## src/rtl/vga_sync_gen.sv

```systemverilog
// vga_sync_gen: 640x480@60 VGA timing generator driven by a pixel-enable tick.
// Ports:
//   clk         board clock
//   rst         asynchronous reset, active-low
//   tick        pixel enable, one clk wide per pixel period
//   hsync/vsync sync outputs, active level SYNC_POL
//   video_on    high while the current coordinate is in the visible area
//   pixel_x/y   current pixel coordinate
//   line_start  1-clk pulse when pixel_x wraps to 0
//   frame_start 1-clk pulse when (pixel_x,pixel_y) wraps to (0,0)
module vga_sync_gen #(
  parameter int unsigned H_DISPLAY = 640,
  parameter int unsigned H_FRONT   = 16,
  parameter int unsigned H_SYNC    = 96,
  parameter int unsigned H_BACK    = 48,
  parameter int unsigned V_DISPLAY = 480,
  parameter int unsigned V_FRONT   = 10,
  parameter int unsigned V_SYNC    = 2,
  parameter int unsigned V_BACK    = 33,
  parameter bit          SYNC_POL  = 1'b0,
  parameter int unsigned CNT_W     = 10
) (
  input  logic             clk,
  input  logic             rst,
  input  logic             tick,
  output logic             hsync,
  output logic             vsync,
  output logic             video_on,
  output logic [CNT_W-1:0] pixel_x,
  output logic [CNT_W-1:0] pixel_y,
  output logic             line_start,
  output logic             frame_start
);

  localparam int unsigned H_TOTAL = H_DISPLAY + H_FRONT + H_SYNC + H_BACK;
  localparam int unsigned V_TOTAL = V_DISPLAY + V_FRONT + V_SYNC + V_BACK;

  // First coordinate of each segment and the last legal coordinate.
  localparam logic [CNT_W-1:0] H_B_FRONT = CNT_W'(H_DISPLAY);
  localparam logic [CNT_W-1:0] H_B_SYNC  = CNT_W'(H_DISPLAY + H_FRONT);
  localparam logic [CNT_W-1:0] H_B_BACK  = CNT_W'(H_DISPLAY + H_FRONT + H_SYNC);
  localparam logic [CNT_W-1:0] H_LAST    = CNT_W'(H_TOTAL - 1);
  localparam logic [CNT_W-1:0] V_B_FRONT = CNT_W'(V_DISPLAY);
  localparam logic [CNT_W-1:0] V_B_SYNC  = CNT_W'(V_DISPLAY + V_FRONT);
  localparam logic [CNT_W-1:0] V_B_BACK  = CNT_W'(V_DISPLAY + V_FRONT + V_SYNC);
  localparam logic [CNT_W-1:0] V_LAST    = CNT_W'(V_TOTAL - 1);

  typedef enum logic [1:0] {
    ST_ACTIVE = 2'd0,
    ST_FRONT  = 2'd1,
    ST_SYNC   = 2'd2,
    ST_BACK   = 2'd3
  } seg_e;

  seg_e             h_state_q, h_state_d;
  seg_e             v_state_q, v_state_d;
  logic [CNT_W-1:0] x_q, x_d;
  logic [CNT_W-1:0] y_q, y_d;
  logic             hsync_q, hsync_d;
  logic             vsync_q, vsync_d;
  logic             video_on_q, video_on_d;
  logic             line_start_q, line_start_d;
  logic             frame_start_q, frame_start_d;
  logic             line_wrap;

  // Segment FSM step: advances when the new coordinate reaches the next
  // segment boundary; a zero coordinate always lands in ACTIVE so that an
  // upset counter resynchronises the state at the wrap.
  function automatic seg_e seg_next(input seg_e cur, input logic [CNT_W-1:0] c,
                                    input logic [CNT_W-1:0] b_front,
                                    input logic [CNT_W-1:0] b_sync,
                                    input logic [CNT_W-1:0] b_back);
    seg_e nxt;
    nxt = cur;
    if (c == '0) begin
      nxt = ST_ACTIVE;
    end else begin
      case (cur)
        ST_ACTIVE: if (c == b_front) nxt = ST_FRONT;
        ST_FRONT:  if (c == b_sync)  nxt = ST_SYNC;
        ST_SYNC:   if (c == b_back)  nxt = ST_BACK;
        ST_BACK:   nxt = ST_BACK;
        default:   nxt = ST_ACTIVE;
      endcase
    end
    return nxt;
  endfunction

  // Next-state and output decode.
  always_comb begin
    x_d           = x_q;
    y_d           = y_q;
    h_state_d     = h_state_q;
    v_state_d     = v_state_q;
    hsync_d       = hsync_q;
    vsync_d       = vsync_q;
    video_on_d    = video_on_q;
    line_start_d  = 1'b0;
    frame_start_d = 1'b0;
    line_wrap     = (x_q >= H_LAST);

    if (tick) begin
      // ">=" folds any out-of-range value back to 0 on this tick.
      if (line_wrap) begin
        x_d          = '0;
        line_start_d = 1'b1;
        if (y_q >= V_LAST) begin
          y_d           = '0;
          frame_start_d = 1'b1;
        end else begin
          y_d = y_q + CNT_W'(1);
        end
      end else begin
        x_d = x_q + CNT_W'(1);
        if (y_q > V_LAST) y_d = '0;
      end

      h_state_d  = seg_next(h_state_q, x_d, H_B_FRONT, H_B_SYNC, H_B_BACK);
      v_state_d  = seg_next(v_state_q, y_d, V_B_FRONT, V_B_SYNC, V_B_BACK);
      hsync_d    = (h_state_d == ST_SYNC) ? SYNC_POL : ~SYNC_POL;
      vsync_d    = (v_state_d == ST_SYNC) ? SYNC_POL : ~SYNC_POL;
      video_on_d = (h_state_d == ST_ACTIVE) && (v_state_d == ST_ACTIVE);
    end
  end

  // State and output registers.
  always_ff @(posedge clk or negedge rst) begin
    if (!rst) begin
      x_q           <= '0;
      y_q           <= '0;
      h_state_q     <= ST_ACTIVE;
      v_state_q     <= ST_ACTIVE;
      hsync_q       <= ~SYNC_POL;
      vsync_q       <= ~SYNC_POL;
      video_on_q    <= 1'b1;
      line_start_q  <= 1'b0;
      frame_start_q <= 1'b0;
    end else begin
      x_q           <= x_d;
      y_q           <= y_d;
      h_state_q     <= h_state_d;
      v_state_q     <= v_state_d;
      hsync_q       <= hsync_d;
      vsync_q       <= vsync_d;
      video_on_q    <= video_on_d;
      line_start_q  <= line_start_d;
      frame_start_q <= frame_start_d;
    end
  end

  assign pixel_x     = x_q;
  assign pixel_y     = y_q;
  assign hsync       = hsync_q;
  assign vsync       = vsync_q;
  assign video_on    = video_on_q;
  assign line_start  = line_start_q;
  assign frame_start = frame_start_q;

endmodule

```

## config.mk

```make
export PLATFORM = sky130hd
export DESIGN_NAME = vga_sync_gen
export DESIGN_NICKNAME = d
export VERILOG_FILES = /design/src/rtl/vga_sync_gen.sv
export SDC_FILE = /design/constraint.sdc
export NUM_CORES = 1
export LEC_CHECK = 0
export CORE_ASPECT_RATIO = 0.75
export CORE_UTILIZATION = 35
export CTS_BUF_LIST = sky130_fd_sc_hd__clkbuf_8
export CTS_CLUSTER_DIAMETER = 150
export DETAILED_ROUTE_END_ITERATION = 16
export PLACE_DENSITY = 0.61
export SLEW_MARGIN = 20
export SYNTH_ARGS = -nofsm -noshare
export SYNTH_HDL_FRONTEND = slang
export SYNTH_SLANG_ARGS = --single-unit
```

## constraint.sdc

```tcl
create_clock -name clk -period 5.3 [get_ports clk]
set_input_delay 1.59 -clock clk [delete_from_list [all_inputs] [get_ports clk]]
set_output_delay 1.59 -clock clk [all_outputs]
set_load 0.02 [all_outputs]
```

After elaboration in Yosys (flattened, before gate mapping) --
Index checks and enable logic that the tools add are counted.
Storage, ports and cells: register bits after elaboration 29, bits of input ports 3
Operators by class: add/subtract/negate cells 2, order comparisons 3, equality and inequality tests 14, mux-type cells 25, reductions and logical operators 7
Operator list (number):
- 10-bit two-way mux | 6
- 10-bit == test, second input constant | 3
- 10-bit by 9-bit == test with 1-bit output, second input constant | 3
- 10-bit by 1-bit adder with 10-bit output, second input constant | 2
- 10-bit >= comparator, second input constant | 2
- 10-bit zero test | 2
- 2-bit two-way mux | 10
- 2-bit one-hot mux with 4 select lines | 2
- 2-bit == test, second input constant | 6
- 10-bit > comparator, second input constant | 1
- 2-bit zero test | 4
- 1-bit two-way mux | 7
- 2-bit by 1-bit == test with 1-bit output, second input constant | 2
- 1-bit logical AND | 1

Longest topological paths before layout --
Gate-level depths: netlist (run 1).
depth in word-level cells 11, mapped depth 12, depth with buffers taken out 10

Worst setup path before layout (run 1) --
OpenSTA, ideal clock, no wires.
path kind reg2reg, start point reg x_q[0], in the netlist pixel_x[0], end point reg h_state_q[0], arrival time 2.686 ns, data required time 5.235 ns, slack 2.549 ns, stages on the path, launching flop included 10, period minus slack after synthesis 2.751 ns, cell sequence dfrtp_1 -> ha_1 -> buf_2 -> and4_1 -> buf_2 -> or2_0 -> a2111o_1 -> or4_4 -> a31oi_1 -> mux2_2
On the way: cells in the longest elaborated chain, start to end 8, elaborated cells between the ends (all ways) 14, classes of those cells add/sub (1); order compare (1); eq/ne (3); mux (8); reduce/logical (1)
RTL lines:
- from (decl) | line 57 | logic [CNT_W-1:0] x_q, x_d;
- from (signal assigned) | line 129 | x_q <= '0;
- from (signal assigned) | line 139 | x_q <= x_d;
- 10-bit by 1-bit adder with 10-bit output or 10-bit >= comparator (tied branches) | line 114, 100
- 10-bit two-way mux * | line 104 | if (line_wrap) begin
- 10-bit two-way mux * | line 102 | if (tick) begin
- 10-bit == test (on tied branches) | line 81, 79, 80
- 2-bit two-way mux (on tied branches) | line 81, 79, 80
- 2-bit one-hot mux with 4 select lines | line 78 | case (cur)
- 2-bit two-way mux * | line 75 | if (c == '0) begin
- 2-bit two-way mux * | line 102
- to (signal assigned) | line 141 | h_state_q <= h_state_d;
- to (decl) | line 55 | seg_e h_state_q, h_state_d;
Mark *: on every way between the ends. The rest lies on a longest branch, timed or not. The select of a mux whose other input is x is not followed. A chain may end at the register's enable or synchronous reset.

Worst setup path after layout (run 1) --
start point reg x_q[1], in the netlist pixel_x[1], end point reg vsync_q, in the netlist vsync
On the way: cells in the longest elaborated chain, start to end 10, elaborated cells between the ends (all ways) 15, classes of those cells order compare (1); eq/ne (4); mux (9); reduce/logical (1)
RTL lines:
- 10-bit >= comparator * | line 100 | line_wrap = (x_q >= H_LAST);
- 10-bit two-way mux * | line 104
- 10-bit two-way mux * | line 102
- 10-bit by 9-bit == test with 1-bit output (on tied branches) | line 81, 79, 80
- 2-bit two-way mux (on tied branches) | line 81, 79, 80
- 2-bit one-hot mux with 4 select lines | line 78
- 2-bit two-way mux * | line 75
- 2-bit two-way mux * | line 102
- 2-bit == test * | line 121 | vsync_d = (v_state_d == ST_SYNC) ? SYNC_POL : ~SYNC_POL;
- 1-bit two-way mux * | line 121
- to (signal assigned) | line 134 | vsync_q <= ~SYNC_POL;
- to (signal assigned) | line 144 | vsync_q <= vsync_d;
- to (decl) | line 60 | logic vsync_q, vsync_d;
Marks and branches as above.

==> results of run 1 <==
## layout by cell type, fill, tap and decap left out, types with 7 or more instances in the layout
cell type and instances:
nand2_1 29, clkdlybuf4s50_1 27, dfrtp_1 26, o21ai_0 21, nor2_1 18, a21oi_1 17
inv_1 13, a31oi_1 9, nand3_1 8, o31ai_1 7, nor3_1 7
## synth_stat cells (all sizes together) (4+ instances only)
cell type   n
nand2      29
dfrtp      26
o21ai      23
nor2       18
a21oi      17
inv        11
nand3      10
a31oi       9
buf         9
nor3        9
clkbuf      8
o31ai       7
a211oi      6
nand4       6
nor2b       4
o22ai       4
or2         4
or3         4
xnor2       4
## worst min-delay path: stages (launching register included)
cell and delay, ns:
dfstp_2 0.37, inv_1 0.04, o32ai_1 0.08
## kinds of logic (layout without fill, tap and decap cells)
family	count (synthesis)	in the layout	share of synthesized area
AND/OR/NAND/NOR	103	103	0.260
adder cells (fa/ha/maj)	3	3	0.0176
AO/OA/AOI/OAI	93	93	0.295
multiplexers	2	2	0.00996
flip-flops	29	29	0.342
buffers and inverters	29	50	0.0592
XOR/XNOR	4	4	0.0164
## layer usage
layer  vias up  global-route usage  share of wire
li1       1023                   -              -
met1       996               0.301           0.54
met2        63               0.235           0.40
met3         2              0.0395          0.053
met4         0              0.0434         0.0040
met5         -                   0              0
## metrics by stage
| stage | total power [W] | cell area (um2) | hold WS (ns) | std cells | setup WS, ns |
|---|---|---|---|---|---|
| global route | 0.000781 | 2530 | 0.548 | 362 | 1.79 |
| finish | 0.000731 | 2530 | 0.499 | 362 | 2.06 |
| CTS | 0.000737 | 2530 | 0.504 | 362 | 2.09 |
| global placement | 0.000549 | 2440 | 0.489 | 354 | 1.97 |
| detailed placement | 0.000549 | 2440 | 0.490 | 354 | 1.91 |
| floorplan | 0.000464 | 2140 | 0.511 | 263 | 2.55 |
## path summary, 6_finish.rpt
path | startpoint | to | cells after the start
worst min register to register | video_on$_DFFE_PN1P_ | video_on$_DFFE_PN1P_ | 2
max in group asynchronous | rst | pixel_y[1]$_DFFE_PN0P_ | 2
worst max-delay path | pixel_x[1]$_DFFE_PN0P_ | vsync$_DFFE_PN1P_ | 9
min in group asynchronous | rst | pixel_x[5]$_DFFE_PN0P_ | 1
worst min-delay path | video_on$_DFFE_PN1P_ | video_on$_DFFE_PN1P_ | 2
worst max register to register | pixel_x[1]$_DFFE_PN0P_ | vsync$_DFFE_PN1P_ | 9
## layout make-up
cell class / instances / area share
multi-input cells: 205 / 0.505
flip-flops and latches: 29 / 0.288
repair buffers: 30 / 0.115
well taps: 78 / 0.0385
clock buffers: 6 / 0.0326
inverters: 12 / 0.0178
clock inverters: 2 / 0.00296
## registers in the layout, summed over array words and instances (netlist names)
register	count
v_state_q	2
vsync	1
line_start	1
video_on	1
hsync	1
pixel_x	10
frame_start	1
h_state_q	2
pixel_y	10
## power breakdown
| part | leakage [nW] | switching [W] | internal, W |
|---|---|---|---|
| registers | 0.361 | 0.0000678 | 0.000255 |
| clock network | 0.0538 | 0.0000832 | 0.000102 |
| logic | 0.531 | 0.000117 | 0.000106 |
==> reports/metrics.yaml, run 1 <==
layout:
  nets: 289
  multi_input_area_um2: 1280
  syn_to_final_growth_pct: 18.7
  regArea_um2: 729
  antennaDiodeCount: 0
  drive_gt1_frac: 0.0951
  nFillCells: 603
  fin_util: 0.433
worst_hold_path:
  hp-class: "reg2reg"
setup_path:
  cp_max_fo: 14
  cp_top_family: "compound AO/OA/AOI/OAI gates"
  path_class: "reg2reg"
  cpPeakStageDelay_ns: 0.54
  endpoint_kind: "flop"
  start_kind: "flop"
  worstPathArrival_ns: 3.45
  critPathSlowestCell: "o21a_1"
  crit_buf_inv: 0
  required_ns: 5.51
  path_cells: "ha_1, and4_1, o21a_1, nor2_1, a221o_1, a211oi_1, o2bb2ai_1, a311oi_1, a21oi_1"
  rrSetupSlack_ns: 2.06
yosys:
  synthCells: 263
  synth_edf_count: 0
  yosys_warnings: 0
  ys.flop_type: "dfrtp_1"
  synth.area.top_cells: "dfrtp_1 (30%), nand2_1 (5.1%), o21ai_0 (4.9%)"
  syn_area_per_cell_um2: 8.12
  netlist_area_um2: 2140
  ys_types: 60
  yosys.area.top_type: "dfrtp_1"
  ys_ff_latch: 29
  netlist.area_leader.share: 0.305
  yosysSeqAreaShare: 0.342
  synth_nets: 269
  async_reset_ff_frac: 1.00
detailed_routing:
  drc_errors: 0
  drt_wl_total_um: 5510
  routedWlPerCell_um: 15.2
  num_vias: 2084
  dr.pass1.iters: 4
  drt_iter0_drc: 249
  vias_per_cell: 5.76
  postRouteAntennaNets: 0
sta:
  worst_pin_slew_ns: 0.898
  period_share: 0.611
  slew_viol_final: 0
  setup_viol: 0
  fmaxAchievable_mhz: 309
  hold_viol: 0
  layout_min_cycle_time_ns: 3.24
  rsz0062_at_grt: "false"
  skew_ns: 0.00816
  slew_headroom: 0.399
  tns_ns: 0
floorplan:
  row_count: 24
  die_h_um: 69.7
  die-area_um2: 6420
  core_region_area_um2: 5860
  initial_core_util: 0.365
  die_x_um: 92.2
  ios: 28
clocking:
  cts.sinks: 29
  cts_resized: 0
  clock_path_buffers: 2
  cts_tree: "built"
  root_buffer: "clkbuf_8"
  cts-hold-fix-buffers: 0
  cts_setup_buffers: 0
  numCtsBuffers: 5
  clk_pin_slew_worst_paths_ns: 0.06
  ctsHtreeMaxLevel: 2
  insertion_delay_ns: 0.28
global_routing:
  antenna_found_initial: 0
  grtUsageTotal: 0.184
  grt_pass1_wl_um: 9410
  grt_overflow: 0
  grt_max_degree: 34
  grt_pass1_vias: 1810
placed_design:
  gp_congestion: 0.855
  port_buffers: 27
  dp_hpwl_um: 3860
flow_run:
  cap_violations: 0
outcome:
  outcome: "finished clean"
pwr:
  peakVddDrop_mv: 0.104
  p_leak_nw: 0.945
  power_density_nw_per_um2: 288
(Power assumes the default switching activity.)
==> inputs of run 2 (changes only) <==
PLACE_DENSITY = 0.63   (was 0.61)
clock period = 2.89 ns   (was 5.3 ns; I/O delays follow)
==> reports/metrics.yaml, run 2 (synthesized netlist as in run 1, its figures left out) <==
outcome:
  outcome: "finished clean"
clocking:
  root_buffer: "clkbuf_8"
  numCtsBuffers: 5  # unchanged
  clk_pin_slew_worst_paths_ns: 0.06  # about the same
  cts.sinks: 29  # unchanged
  ctsHtreeMaxLevel: 2  # unchanged
  cts_tree: "built"
  insertion_delay_ns: 0.28  # about the same
  clock_path_buffers: 2  # unchanged
sta:
  period_share: 0.956  # +0.344
  setup_ws_ns: 0.128  # -1.93 ns
  fmaxAchievable_mhz: 362  # +17%
  layout_min_cycle_time_ns: 2.76  # -0.478 ns
  rsz0062_at_grt: "true"
  worst_pin_slew_ns: 0.631  # -0.268 ns
  hold_slack_ns: 0.489  # -0.0101 ns
  tns_ns: 0  # unchanged
  slew_headroom: 0.575  # +0.176
  skew_ns: 0.0112  # +0.00299 ns
  slew_viol_final: 0  # unchanged
  hold_viol: 0  # unchanged
  setup_viol: 0  # unchanged
placed_design:
  post-place-ws_ns: 0.165  # -1.75 ns
  gp_congestion: 0.862  # +0.81%
  port_buffers: 27  # unchanged
  dp_hpwl_um: 4260  # +10%
setup_path:
  path_class: "reg2reg"
  cp_max_fo: 8  # -6
  cpPeakStageDelay_ns: 0.44  # -0.10 ns
  worstPathArrival_ns: 2.93  # -0.52 ns
  path_cells: "ha_1, and4_1, o21ai_4, a2111oi_0, o22ai_1, nor4_2, and2_1, a221o_1, nand2_1"
  cp_top_family: "simple AND/OR/NAND/NOR gates"
  critPathSlowestCell: "nor4_2"
  endpoint_kind: "flop"
  start_kind: "flop"
  required_ns: 3.06  # -2.45 ns
  crit_buf_inv: 0  # unchanged
global_routing:
  grt_overflow: 0  # unchanged
  grt_max_degree: 30  # -12%
  grt_pass1_wl_um: 9400  # about the same
  grtUsageTotal: 0.186  # +0.00289
  antenna_found_initial: 0  # unchanged
  grt_pass1_vias: 1917  # +5.9%
pwr:
  peakVddDrop_mv: 0.175  # +68%
  power_density_nw_per_um2: 509  # +77%
  p_leak_nw: 1.05  # +11%
layout:
  syn_to_final_growth_pct: 26.5
  nets: 310  # +7.3%
  final_common_cell: "nand2_1"
  drive_gt1_frac: 0.167  # +0.0721
  most-common-layout-cells: "nand2_1 (29), clkdlybuf4s50_1 (27), dfrtp_1 (26)"
  antennaDiodeCount: 0  # unchanged
detailed_routing:
  drc_errors: 0  # unchanged
  postRouteAntennaNets: 0  # unchanged
  routedWlPerCell_um: 15.1  # -0.92%
  drt_iter0_drc: 165  # -34%
  drt_wl_total_um: 5780  # +4.8%
  num_vias: 2157  # +3.5%
  vias_per_cell: 5.63  # -2.2%
  dr.pass1.iters: 6  # +2
floorplan:
  row_count: 24  # unchanged
  die_h_um: 69.7  # unchanged
  ios: 28  # unchanged
  initial_core_util: 0.365  # unchanged
  core_region_area_um2: 5860  # unchanged
  die-area_um2: 6420  # unchanged
  die_x_um: 92.2  # unchanged
worst_hold_path:
  hp-class: "reg2reg"
flow_run:
  cap_violations: 0  # unchanged
## run 2: cell types whose count changed in the layout (fill, tap and decap cells not counted)
cell / previous run / this run
buf_4: 3 / 24
o21a_2: 0 / 1
o21a_1: 3 / 2
o31ai_2: 0 / 1
nor2_1: 18 / 17
nor2_2: 0 / 1
o31ai_1: 7 / 6
## run 2: per-layer routing
metal,GRT usage,vias to the layer above,wire length [um]
li1,-,1070,-
met1,0.282,1007,2930
met2,0.259,75,2440
met3,0.0428,5,365
met4,0.0590,0,52
met5,0,-,0
## run 2: path summary, 6_finish.rpt
check	from	to	slack (ns)	cells after the start
max	pixel_x[0]$_DFFE_PN0P_	v_state_q[0]$_DFFE_PN0P_	0.13	9
min	video_on$_DFFE_PN1P_	video_on$_DFFE_PN1P_	0.49	2
max reg2reg	pixel_x[0]$_DFFE_PN0P_	v_state_q[0]$_DFFE_PN0P_	0.13	9
min reg2reg	video_on$_DFFE_PN1P_	video_on$_DFFE_PN1P_	0.49	2
max in group asynchronous	rst	video_on$_DFFE_PN1P_	1.60	2
min in group asynchronous	rst	pixel_x[2]$_DFFE_PN0P_	0.96	2
## run 2: worst min-delay path, stage by stage, from the launching register on
cell	delay [ns]
dfstp_2	0.37
inv_1	0.04
o32ai_1	0.07
## run 2: timing repair
action,CTS,global route
hold buffers,0,0
resized for setup,0,3
setup endpoints to repair,0,4
buffers inserted,0,0
## run 2: stage by stage
step | cells | utilization | power (W) | area [um2]
global route | 383 | 0.461 | 0.00146 | 2700
detailed placement | 375 | 0.444 | 0.00104 | 2600
CTS | 383 | 0.460 | 0.00139 | 2690
floorplan | 263 | - | 0.000851 | 2140
finish | 383 | 0.461 | 0.00137 | 2700
global placement | 375 | 0.444 | 0.00104 | 2600
## run 2: area by class of cell
class / instances / area (um2)
fill: 583 / 3150
multi-input combinational: 205 / 1290
sequential: 29 / 729
timing repair buffer: 51 / 450
tap: 78 / 97.6
clock buffer: 6 / 82.6
inverter: 12 / 45.0
clock inverter: 2 / 7.51
## run 2: report_power, final
part           leakage [nW]  internal [W]  switching [W]  total [W]
Combinational         0.637      0.000220       0.000255   0.000475
Clock                0.0538      0.000187       0.000152   0.000338
Sequential            0.361      0.000468      0.0000934   0.000561
